**src/rtl/add_sub_seq_pkg.sv**
```systemverilog
// Shared types and helpers for the chunked sequential adder/subtractor.
// Holds the FSM states, the mode encoding and the chunk-count/counter-width math.
package add_sub_seq_pkg;

    typedef enum logic [1:0] {
        IDLE = 2'd0,
        RUN  = 2'd1,
        DONE = 2'd2
    } state_t;

    localparam logic MODE_ADD = 1'b0;
    localparam logic MODE_SUB = 1'b1;

    function automatic int calc_k(input int width, input int chunk);
        return width / chunk;
    endfunction

    // A single-chunk datapath still needs a 1-bit counter.
    function automatic int calc_cnt_w(input int width, input int chunk);
        int k;
        k = width / chunk;
        return (k <= 1) ? 1 : $clog2(k);
    endfunction

endpackage

```
**src/rtl/add_sub_seq_if.sv**
```systemverilog
// Request/result bundle between a requester and the add_sub_seq engine.
interface add_sub_seq_if #(
    parameter int WIDTH = 8
);
    logic             i_start;
    logic             i_m;
    logic             i_acc;
    logic             i_clr;
    logic [WIDTH-1:0] i_a;
    logic [WIDTH-1:0] i_b;
    logic             o_busy;
    logic             o_done;
    logic [WIDTH-1:0] o_s;
    logic             o_c;
    logic             o_v;
    logic             o_z;
    logic             o_n;

    modport master (
        output i_start, i_m, i_acc, i_clr, i_a, i_b,
        input  o_busy, o_done, o_s, o_c, o_v, o_z, o_n
    );

    modport slave (
        input  i_start, i_m, i_acc, i_clr, i_a, i_b,
        output o_busy, o_done, o_s, o_c, o_v, o_z, o_n
    );
endinterface

```
**src/rtl/add_sub_seq_chunk_adder.sv**
```systemverilog
// CHUNK-bit ripple-carry adder; also exposes the carry into its top bit
// so the caller can form the signed-overflow flag on the last chunk.
module chunk_adder #(
    parameter int CHUNK = 2
) (
    input  logic [CHUNK-1:0] x,
    input  logic [CHUNK-1:0] y,
    input  logic             cin,
    output logic [CHUNK-1:0] sum,
    output logic             cout,
    output logic             c_msb_in
);
    logic [CHUNK:0] w_c;

    assign w_c[0] = cin;

    for (genvar i = 0; i < CHUNK; i++) begin : g_fa
        assign sum[i]   = x[i] ^ y[i] ^ w_c[i];
        assign w_c[i+1] = (x[i] & y[i]) | (w_c[i] & (x[i] ^ y[i]));
    end

    assign cout     = w_c[CHUNK];
    assign c_msb_in = w_c[CHUNK-1];
endmodule

```
**src/rtl/add_sub_seq.sv**
```systemverilog
// Sequential two's-complement add/subtract engine: CHUNK bits per cycle,
// LS chunk first, with S doubling as an accumulator operand.
module add_sub_seq
    import add_sub_seq_pkg::*;
#(
    parameter int WIDTH = 8,
    parameter int CHUNK = 2
) (
    input logic          clk,
    input logic          rst_n,
    add_sub_seq_if.slave bus
);
    localparam int K     = calc_k(WIDTH, CHUNK);
    localparam int CNT_W = calc_cnt_w(WIDTH, CHUNK);

    if (WIDTH < 2 || (WIDTH % CHUNK) != 0) begin : g_bad_param
        $error("add_sub_seq: WIDTH must be >= 2 and a multiple of CHUNK");
    end

    state_t             r_state;
    state_t             w_state_nxt;
    logic [WIDTH-1:0]   r_opa;
    logic [WIDTH-1:0]   r_opb;
    logic [WIDTH-1:0]   r_res;
    logic               r_carry;
    logic [CNT_W-1:0]   r_cnt;
    logic [WIDTH-1:0]   r_s;
    logic               r_c;
    logic               r_v;
    logic               r_z;
    logic               r_n;

    logic [CHUNK-1:0]       w_sum;
    logic                   w_cout;
    logic                   w_cmsb;
    logic [WIDTH+CHUNK-1:0] w_cat;
    logic [WIDTH-1:0]       w_res_nxt;
    logic                   w_last;
    logic                   w_sub;

    chunk_adder #(.CHUNK(CHUNK)) u_chunk_adder (
        .x        (r_opa[CHUNK-1:0]),
        .y        (r_opb[CHUNK-1:0]),
        .cin      (r_carry),
        .sum      (w_sum),
        .cout     (w_cout),
        .c_msb_in (w_cmsb)
    );

    // New chunk enters at the top; after K shifts the LS chunk sits at bit 0.
    assign w_cat     = {w_sum, r_res};
    assign w_res_nxt = w_cat[WIDTH+CHUNK-1:CHUNK];
    assign w_last    = (r_cnt == CNT_W'(K - 1));
    assign w_sub     = (bus.i_m == MODE_SUB);

    always_comb begin
        w_state_nxt = r_state;
        case (r_state)
            IDLE:    if (!bus.i_clr && bus.i_start) w_state_nxt = RUN;
            RUN:     if (w_last) w_state_nxt = DONE;
            DONE:    w_state_nxt = IDLE;
            default: w_state_nxt = IDLE;
        endcase
    end

    always_ff @(posedge clk or negedge rst_n) begin
        if (!rst_n) begin
            r_state <= IDLE;
            r_opa   <= '0;
            r_opb   <= '0;
            r_res   <= '0;
            r_carry <= 1'b0;
            r_cnt   <= '0;
            r_s     <= '0;
            r_c     <= 1'b0;
            r_v     <= 1'b0;
            r_z     <= 1'b0;
            r_n     <= 1'b0;
        end else begin
            r_state <= w_state_nxt;
            case (r_state)
                IDLE: begin
                    if (bus.i_clr) begin
                        r_s <= '0;
                        r_c <= 1'b0;
                        r_v <= 1'b0;
                        r_z <= 1'b0;
                        r_n <= 1'b0;
                    end else if (bus.i_start) begin
                        r_opa   <= bus.i_acc ? r_s : bus.i_a;
                        r_opb   <= bus.i_b ^ {WIDTH{w_sub}};
                        r_carry <= w_sub;
                        r_cnt   <= '0;
                    end
                end
                RUN: begin
                    r_opa   <= r_opa >> CHUNK;
                    r_opb   <= r_opb >> CHUNK;
                    r_res   <= w_res_nxt;
                    r_carry <= w_cout;
                    r_cnt   <= r_cnt + CNT_W'(1);
                    if (w_last) begin
                        r_s <= w_res_nxt;
                        r_c <= w_cout;
                        r_v <= w_cout ^ w_cmsb;
                        r_z <= (w_res_nxt == '0);
                        r_n <= w_res_nxt[WIDTH-1];
                    end
                end
                default: ;
            endcase
        end
    end

    assign bus.o_busy = (r_state != IDLE);
    assign bus.o_done = (r_state == DONE);
    assign bus.o_s    = r_s;
    assign bus.o_c    = r_c;
    assign bus.o_v    = r_v;
    assign bus.o_z    = r_z;
    assign bus.o_n    = r_n;
endmodule

```
**src/flat_wrapper.sv**
```systemverilog
// flat-port wrapper written by rule: the top's interface ports become plain ports
module add_sub_seq_flat import add_sub_seq_pkg::*;
#(
    parameter int WIDTH = 8,
    parameter int CHUNK = 2
)
  (clk, rst_n, bus_i_start, bus_i_m, bus_i_acc, bus_i_clr, bus_i_a, bus_i_b, bus_o_busy, bus_o_done, bus_o_s, bus_o_c, bus_o_v, bus_o_z, bus_o_n);
  add_sub_seq_if #(.WIDTH(WIDTH)) bus_i ();
  input logic clk;
  input logic rst_n;
  input wire logic [$bits(bus_i.i_start)-1:0] bus_i_start;
  input wire logic [$bits(bus_i.i_m)-1:0] bus_i_m;
  input wire logic [$bits(bus_i.i_acc)-1:0] bus_i_acc;
  input wire logic [$bits(bus_i.i_clr)-1:0] bus_i_clr;
  input wire logic [$bits(bus_i.i_a)-1:0] bus_i_a;
  input wire logic [$bits(bus_i.i_b)-1:0] bus_i_b;
  output wire logic [$bits(bus_i.o_busy)-1:0] bus_o_busy;
  output wire logic [$bits(bus_i.o_done)-1:0] bus_o_done;
  output wire logic [$bits(bus_i.o_s)-1:0] bus_o_s;
  output wire logic [$bits(bus_i.o_c)-1:0] bus_o_c;
  output wire logic [$bits(bus_i.o_v)-1:0] bus_o_v;
  output wire logic [$bits(bus_i.o_z)-1:0] bus_o_z;
  output wire logic [$bits(bus_i.o_n)-1:0] bus_o_n;
  assign bus_i.i_start = bus_i_start;
  assign bus_i.i_m = bus_i_m;
  assign bus_i.i_acc = bus_i_acc;
  assign bus_i.i_clr = bus_i_clr;
  assign bus_i.i_a = bus_i_a;
  assign bus_i.i_b = bus_i_b;
  assign bus_o_busy = bus_i.o_busy;
  assign bus_o_done = bus_i.o_done;
  assign bus_o_s = bus_i.o_s;
  assign bus_o_c = bus_i.o_c;
  assign bus_o_v = bus_i.o_v;
  assign bus_o_z = bus_i.o_z;
  assign bus_o_n = bus_i.o_n;
  add_sub_seq #(.WIDTH(WIDTH), .CHUNK(CHUNK)) u_core (.clk(clk), .rst_n(rst_n), .bus(bus_i));
endmodule
```
**config.mk**
```make
export PLATFORM = sky130hd
export DESIGN_NAME = add_sub_seq_flat
export DESIGN_NICKNAME = d
export VERILOG_FILES = /design/src/rtl/add_sub_seq_pkg.sv /design/src/rtl/add_sub_seq_if.sv /design/src/rtl/add_sub_seq_chunk_adder.sv /design/src/rtl/add_sub_seq.sv /design/src/flat_wrapper.sv
export SDC_FILE = /design/constraint.sdc
export NUM_CORES = 1
export LEC_CHECK = 0
export BUFFER_PORTS_ARGS = -buffer_cell sky130_fd_sc_hd__buf_2
export CAP_MARGIN = 15
export CORE_MARGIN = 4
export CORE_UTILIZATION = 35
export CTS_BUF_LIST = sky130_fd_sc_hd__clkbuf_2
export CTS_CLUSTER_DIAMETER = 150
export DETAILED_ROUTE_END_ITERATION = 16
export PLACE_DENSITY = 0.55
export SLEW_MARGIN = 20
export SYNTH_ARGS = -nofsm -noshare
export SYNTH_HDL_FRONTEND = slang
export SYNTH_SLANG_ARGS = --single-unit
```
**constraint.sdc**
```tcl
create_clock -name clk -period 1.73 [get_ports clk]
set_clock_uncertainty 0.1 [all_clocks]
set_input_delay 0.0865 -clock clk [delete_from_list [all_inputs] [get_ports clk]]
set_output_delay 0.0865 -clock clk [all_outputs]
set_load 0.005 [all_outputs]
```
After elaboration in Yosys (flattened, before gate mapping). Cells that the tools add are included.

Bits in writable memories: 0. Register bits after elaboration: 41. Bits in latches: 0. Bits in read-only memories: 0. Memories: 0. Word-level logic and storage cells: 69.

Order comparisons: 0. Mux-type cells: 28. Multipliers: 0. Shifts and indexed selects: 0. Reductions and logical operators: 9. Add/subtract/negate cells: 1. Eq/ne operators: 8. Div/mod/pow operators: 0. Bitwise operators: 12.

Operators with widths (number): two-way mux 8 bit (7); one-hot mux 8 bit (2 select lines) (3); one-hot mux 1 bit (2 select lines) (5); logical NOT 8 bit (1); two-way mux 2 bit (4); one-hot mux 2 bit (2 select lines) (2); XOR 8 bit (1); two-way mux 1 bit (7); != test 2 bit, second input constant (3); AND reduction 3 bit (2); XOR 1 bit (5); AND 1 bit (4); == test 2 bit, second input constant (2); != test 2 x 1 -> 1 bit, second input constant (2); nonzero test 2 bit (2); adder 2 x 1 -> 2 bit, second input constant (1); == test 2 x 1 -> 1 bit, second input constant (1); logical NOT 2 bit (1); OR 1 bit (2); AND reduction 2 bit (1); logical AND 1 bit (1); logical NOT 1 bit (1).

Longest topological paths before layout.
Depth after elaboration: 8. Mapped depth: 6.

Cells and area by module. A second synthesis with hierarchy kept.

Cells, all modules: 171. Area, all modules: 1849.3 µm².

Modules (own cells, without submodules): add_sub_seq (cells an instance 169, seq. area each 950.9 µm², area each 1809.2 µm², times used 1); chunk_adder (cells an instance 2, seq. area each 0.0 µm², area each 40.0 µm², times used 1).

Least setup slack after synthesis. Ideal clock, no wire load.

Kind: reg-to-reg. From: reg u_core.r_carry. To: reg u_core.r_z (netlist: u_core.bus.o_z). Slack: -91 ps. Setup time: 123 ps. Cell stages (with the launch flop): 7. Path buffers: 0. Data arrival time: 1598 ps. Cells stage by stage: dfrtp_1 > fa_1 > inv_1 > fa_1 > nor4b_1 > nand4_1 > nand2_1.

Word-level cells in the longest chain between the ends: 6. Elaborated cells on any way between the ends: 7. Those cells by class: mux (2); bitwise (4); reduce/logical (1).

Ends and longest elaborated chain: start: declaration (line add_sub_seq.sv:25) `logic r_carry;`; start signal: assignment (line add_sub_seq.sv:92) `r_carry <= w_sub;`; start signal: assignment (line add_sub_seq.sv:100) `r_carry <= w_cout;`; AND 1 bit (line add_sub_seq_chunk_adder.sv:19) `assign w_c[i+1] = (x[i] & y[i]) | (w_c[i] & (x[i] ^ y[i]));`; OR 1 bit (line add_sub_seq_chunk_adder.sv:19); XOR 1 bit (line add_sub_seq_chunk_adder.sv:18) `assign sum[i] = x[i] ^ y[i] ^ w_c[i];`; logical NOT 8 bit * (line add_sub_seq.sv:106) `r_z <= (w_res_nxt == '0);`; two-way mux 1 bit * (line add_sub_seq.sv:102) `if (w_last) begin`; one-hot mux 1 bit (2 select lines) * (line add_sub_seq.sv:81) `case (r_state)`; end signal: assignment (line add_sub_seq.sv:106); end: declaration (line add_sub_seq.sv:30) `logic r_z;`.

Every way passes the cells marked *; elsewhere a longest branch is shown, timed or not. The select of a mux whose other input is x is not followed. A chain may end at the register's enable or synchronous reset.

Worst setup path after layout.
From: reg u_core.r_opa[0]. To: reg u_core.r_z (netlist: u_core.bus.o_z).

Word-level cells in the longest chain between the ends: 7. Elaborated cells on any way between the ends: 9. Those cells by class: mux (2); bitwise (6); reduce/logical (1).

Ends and longest elaborated chain: start: declaration (line add_sub_seq.sv:22) `logic [WIDTH-1:0] r_opa;`; start signal: assignment (line add_sub_seq.sv:90) `r_opa <= bus.i_acc ? r_s : bus.i_a;`; start signal: assignment (line add_sub_seq.sv:97) `r_opa <= r_opa >> CHUNK;`; XOR 1 bit (line add_sub_seq_chunk_adder.sv:18, add_sub_seq_chunk_adder.sv:19); AND 1 bit (line add_sub_seq_chunk_adder.sv:19); OR 1 bit (line add_sub_seq_chunk_adder.sv:19); XOR 1 bit (line add_sub_seq_chunk_adder.sv:18); logical NOT 8 bit * (line add_sub_seq.sv:106); two-way mux 1 bit * (line add_sub_seq.sv:102); one-hot mux 1 bit (2 select lines) * (line add_sub_seq.sv:81).

Marks and branches as above.

==> flow_summary.toml <==
[status]
status = "finished with violations"
failed_checks = "setup timing"

[grt]
grt_util_all_layers_pct = 15.7
antenna_found_initial = 0
grt_max_degree = 39
grt_overflow = 0
grt_pass1_wl_um = 7800
grt_pass1_vias = 1494

[die]
rows = 26
die_y_um = 81.5
die_x_um = 81.5
coreArea_mm2 = 0.00517
design.die.area_mm2 = 0.00664
ioPinCount = 36
initial_core_util_pct = 36.5

[synth]
netlist_area_mm2 = 0.00189
synth_top_flop_cell = "dfrtp_1"
ys_seq_area_share_pct = 50.3
synth_common_cells = "38 x dfrtp_1, 21 x nand2_1, 14 x o21ai_0"
ys_ff_latch = 38
synth_edf_count = 0
synth.largest_area_cell = "dfrtp_1"
yosysWarnings = 0
synth.area.top_cells = "dfrtp_1 50%, nand2_1 4.2%, o2bb2ai_1 4.2%"
synth_cells = 186
yosys.cell_count.top_type = "dfrtp_1"
synth_cell_type_count = 32
netlist.area_leader.share_pct = 50.3
synth_nets = 211
async_flop_share_pct = 100
syn_avg_cell_area_um2 = 10.2

[worst_setup_path]
setup.worst_path.class = "reg -> reg"
cp_max_fo = 3
worstSetupEndpointType = "register"
required_ns = 1.93
critPathArrivalTime_ns = 2.01
start_kind = "register"

[timing]
worst_pin_slew_ns = 0.512
slew_headroom_pct = 65.9
final.period_utilization_pct = 105
whs_ns = 0.0224
drv_slew = 0
setup_ws_ns = -0.0780
timing.fmax_mhz = 553
fin_tns_setup_ns = -0.0960
final.min_clock_period_ns = 1.81
final-setup-viol-count = 2
hold_violations = 0
rsz0062_at_grt = "true"

[clock_network]
cts_buffer_depth = 2
cts_tree = "built"
cts_buffers = 5
clk_pin_slew_ns = 0.20
cts_sinks = 38
clk_latency_ns = 0.37
cts-root-buf = "clkbuf_2"
htreeDepth = 2

[detailed_routing]
drc = 0
ant_nets = 0
wirelength_um = 4740
avgViaCountPerCell = 4.98
drt_iter0_markers = 94
vias = 1539
dr.pass1.iters = 5
wire_per_inst_um = 15.3

[layout]
final_cell_area_mm2 = 0.00237
num-fill-cells = 500
nets = 263
n_antenna_cell = 0
drive_above_1_share_pct = 28.5
synthToLayoutAreaGrowth_pct = 25.4

[placement]
placed_area_mm2 = 0.00215
hpwlAfterDp_um = 3220
gp_congestion = 0.753
portBuffers = 35
dpl_worst_slack_ns = -0.101

[power]
power.density_mw_per_mm2 = 1580
p_leak_nw = 1.15
peakVddDrop_uv = 617
p_total_mw = 3.73

[flow_run]
max_cap_viol_count = 0

[hold_path]
min-delay-path-class = "in -> reg"
## registers in the layout (all words and copies together) (netlist names)
signal          count
u_core.r_res        6
u_core.r_state      2
u_core.bus.o_z      1
u_core.bus.o_v      1
u_core.bus.o_s      8
u_core.r_opa        8
u_core.r_cnt        2
u_core.bus.o_c      1
u_core.r_opb        8
u_core.r_carry      1
## metal layers
| layer | track usage, % | vias to the layer above | part of all wire (%) |
|---|---|---|---|
| met3 | 3.07 | 4 | 2.8 |
| met4 | 4.56 | 0 | 0.86 |
| li1 | - | 768 | - |
| met5 | 0 | - | 0 |
| met1 | 23.6 | 748 | 50 |
| met2 | 22.7 | 19 | 46 |
## cells by family after synthesis
kind of cell	Yosys count	share of synthesized area, %
muxes	3	1.59
buffers and inverters	22	5.96
DFF	38	50.3
adders and majority gates	3	2.78
xor gates and xnor gates	9	4.17
AOI/OAI and AO/OA	64	22.8
and+or+nand+nor	47	12.3
## worst max-delay path, stage by stage (launching register included)
cell and delay, ns:
dfrtp_1 0.45, fa_2 0.41, inv_2 0.06, fa_2 0.46, nor4b_4 0.15, nand4_1 0.07, nand2_1 0.05
## power by group
| part | switching, mW | total [mW] | leakage, nW | internal [mW] |
|---|---|---|---|---|
| clock network | 0.294 | 0.394 | 0.0304 | 0.0997 |
| registers | 0.241 | 1.46 | 0.497 | 1.22 |
| logic | 1.07 | 1.88 | 0.621 | 0.812 |
## layout by cell type, fill, tap and decap left out, types with 6 or more instances in the layout
master and count:
a211oi_1 6, a21o_1 6, a21oi_1 12, buf_2 35, buf_4 13, clkbuf_2 6
dfrtp_1 37, dlygate4sd3_1 12, nand2_1 21, nor2_1 8, nor2b_1 6, o21ai_0 14
o2bb2ai_1 9, o31ai_1 8, xor2_1 7
## path summary, 6_finish.rpt
kind                                endpoint       startpoint  slack [ns]  depth (start not counted)
max                           u_core.bus.o_z  u_core.r_opa[0]       -0.08                          6
min                          u_core.r_opa[1]       bus_i_a[1]        0.02                          4
max reg2reg                   u_core.bus.o_z  u_core.r_opa[0]       -0.08                          6
min reg2reg                  u_core.r_cnt[0]  u_core.r_cnt[0]        0.38                          1
max in group asynchronous  u_core.r_state[1]            rst_n        1.01                          3
min in group asynchronous    u_core.r_opb[7]            rst_n        0.17                          3
## metrics by stage
step                instances  util, %
global route              309     45.8
CTS                       307     45.4
finish                    309     45.8
floorplan                 186        -
global placement          286     41.6
detailed placement        286     41.6
## area by class of cell
cell class                      instances  area (um2)  share of cell area (%)
Sequential cell                        38         952                    40.2
Multi-Input combinational cell        126         863                    36.5
Timing Repair Buffer                   61         404                    17.1
Tap cell                               70        87.6                    3.70
Clock buffer                            6        30.0                    1.27
Inverter                                6        22.5                   0.951
Clock inverter                          2        8.76                   0.370
## repair_timing
item	4_1_cts	5_1_grt
pin swaps	5	3
hold buffers	11	1
setup buffers	2	1
endpoints found under the setup margin	4	6
gates cloned	0	0
gates resized for setup	5	2
endpoints found under the hold margin	48	1
Note: power is estimated with default switching activity, not from simulation.
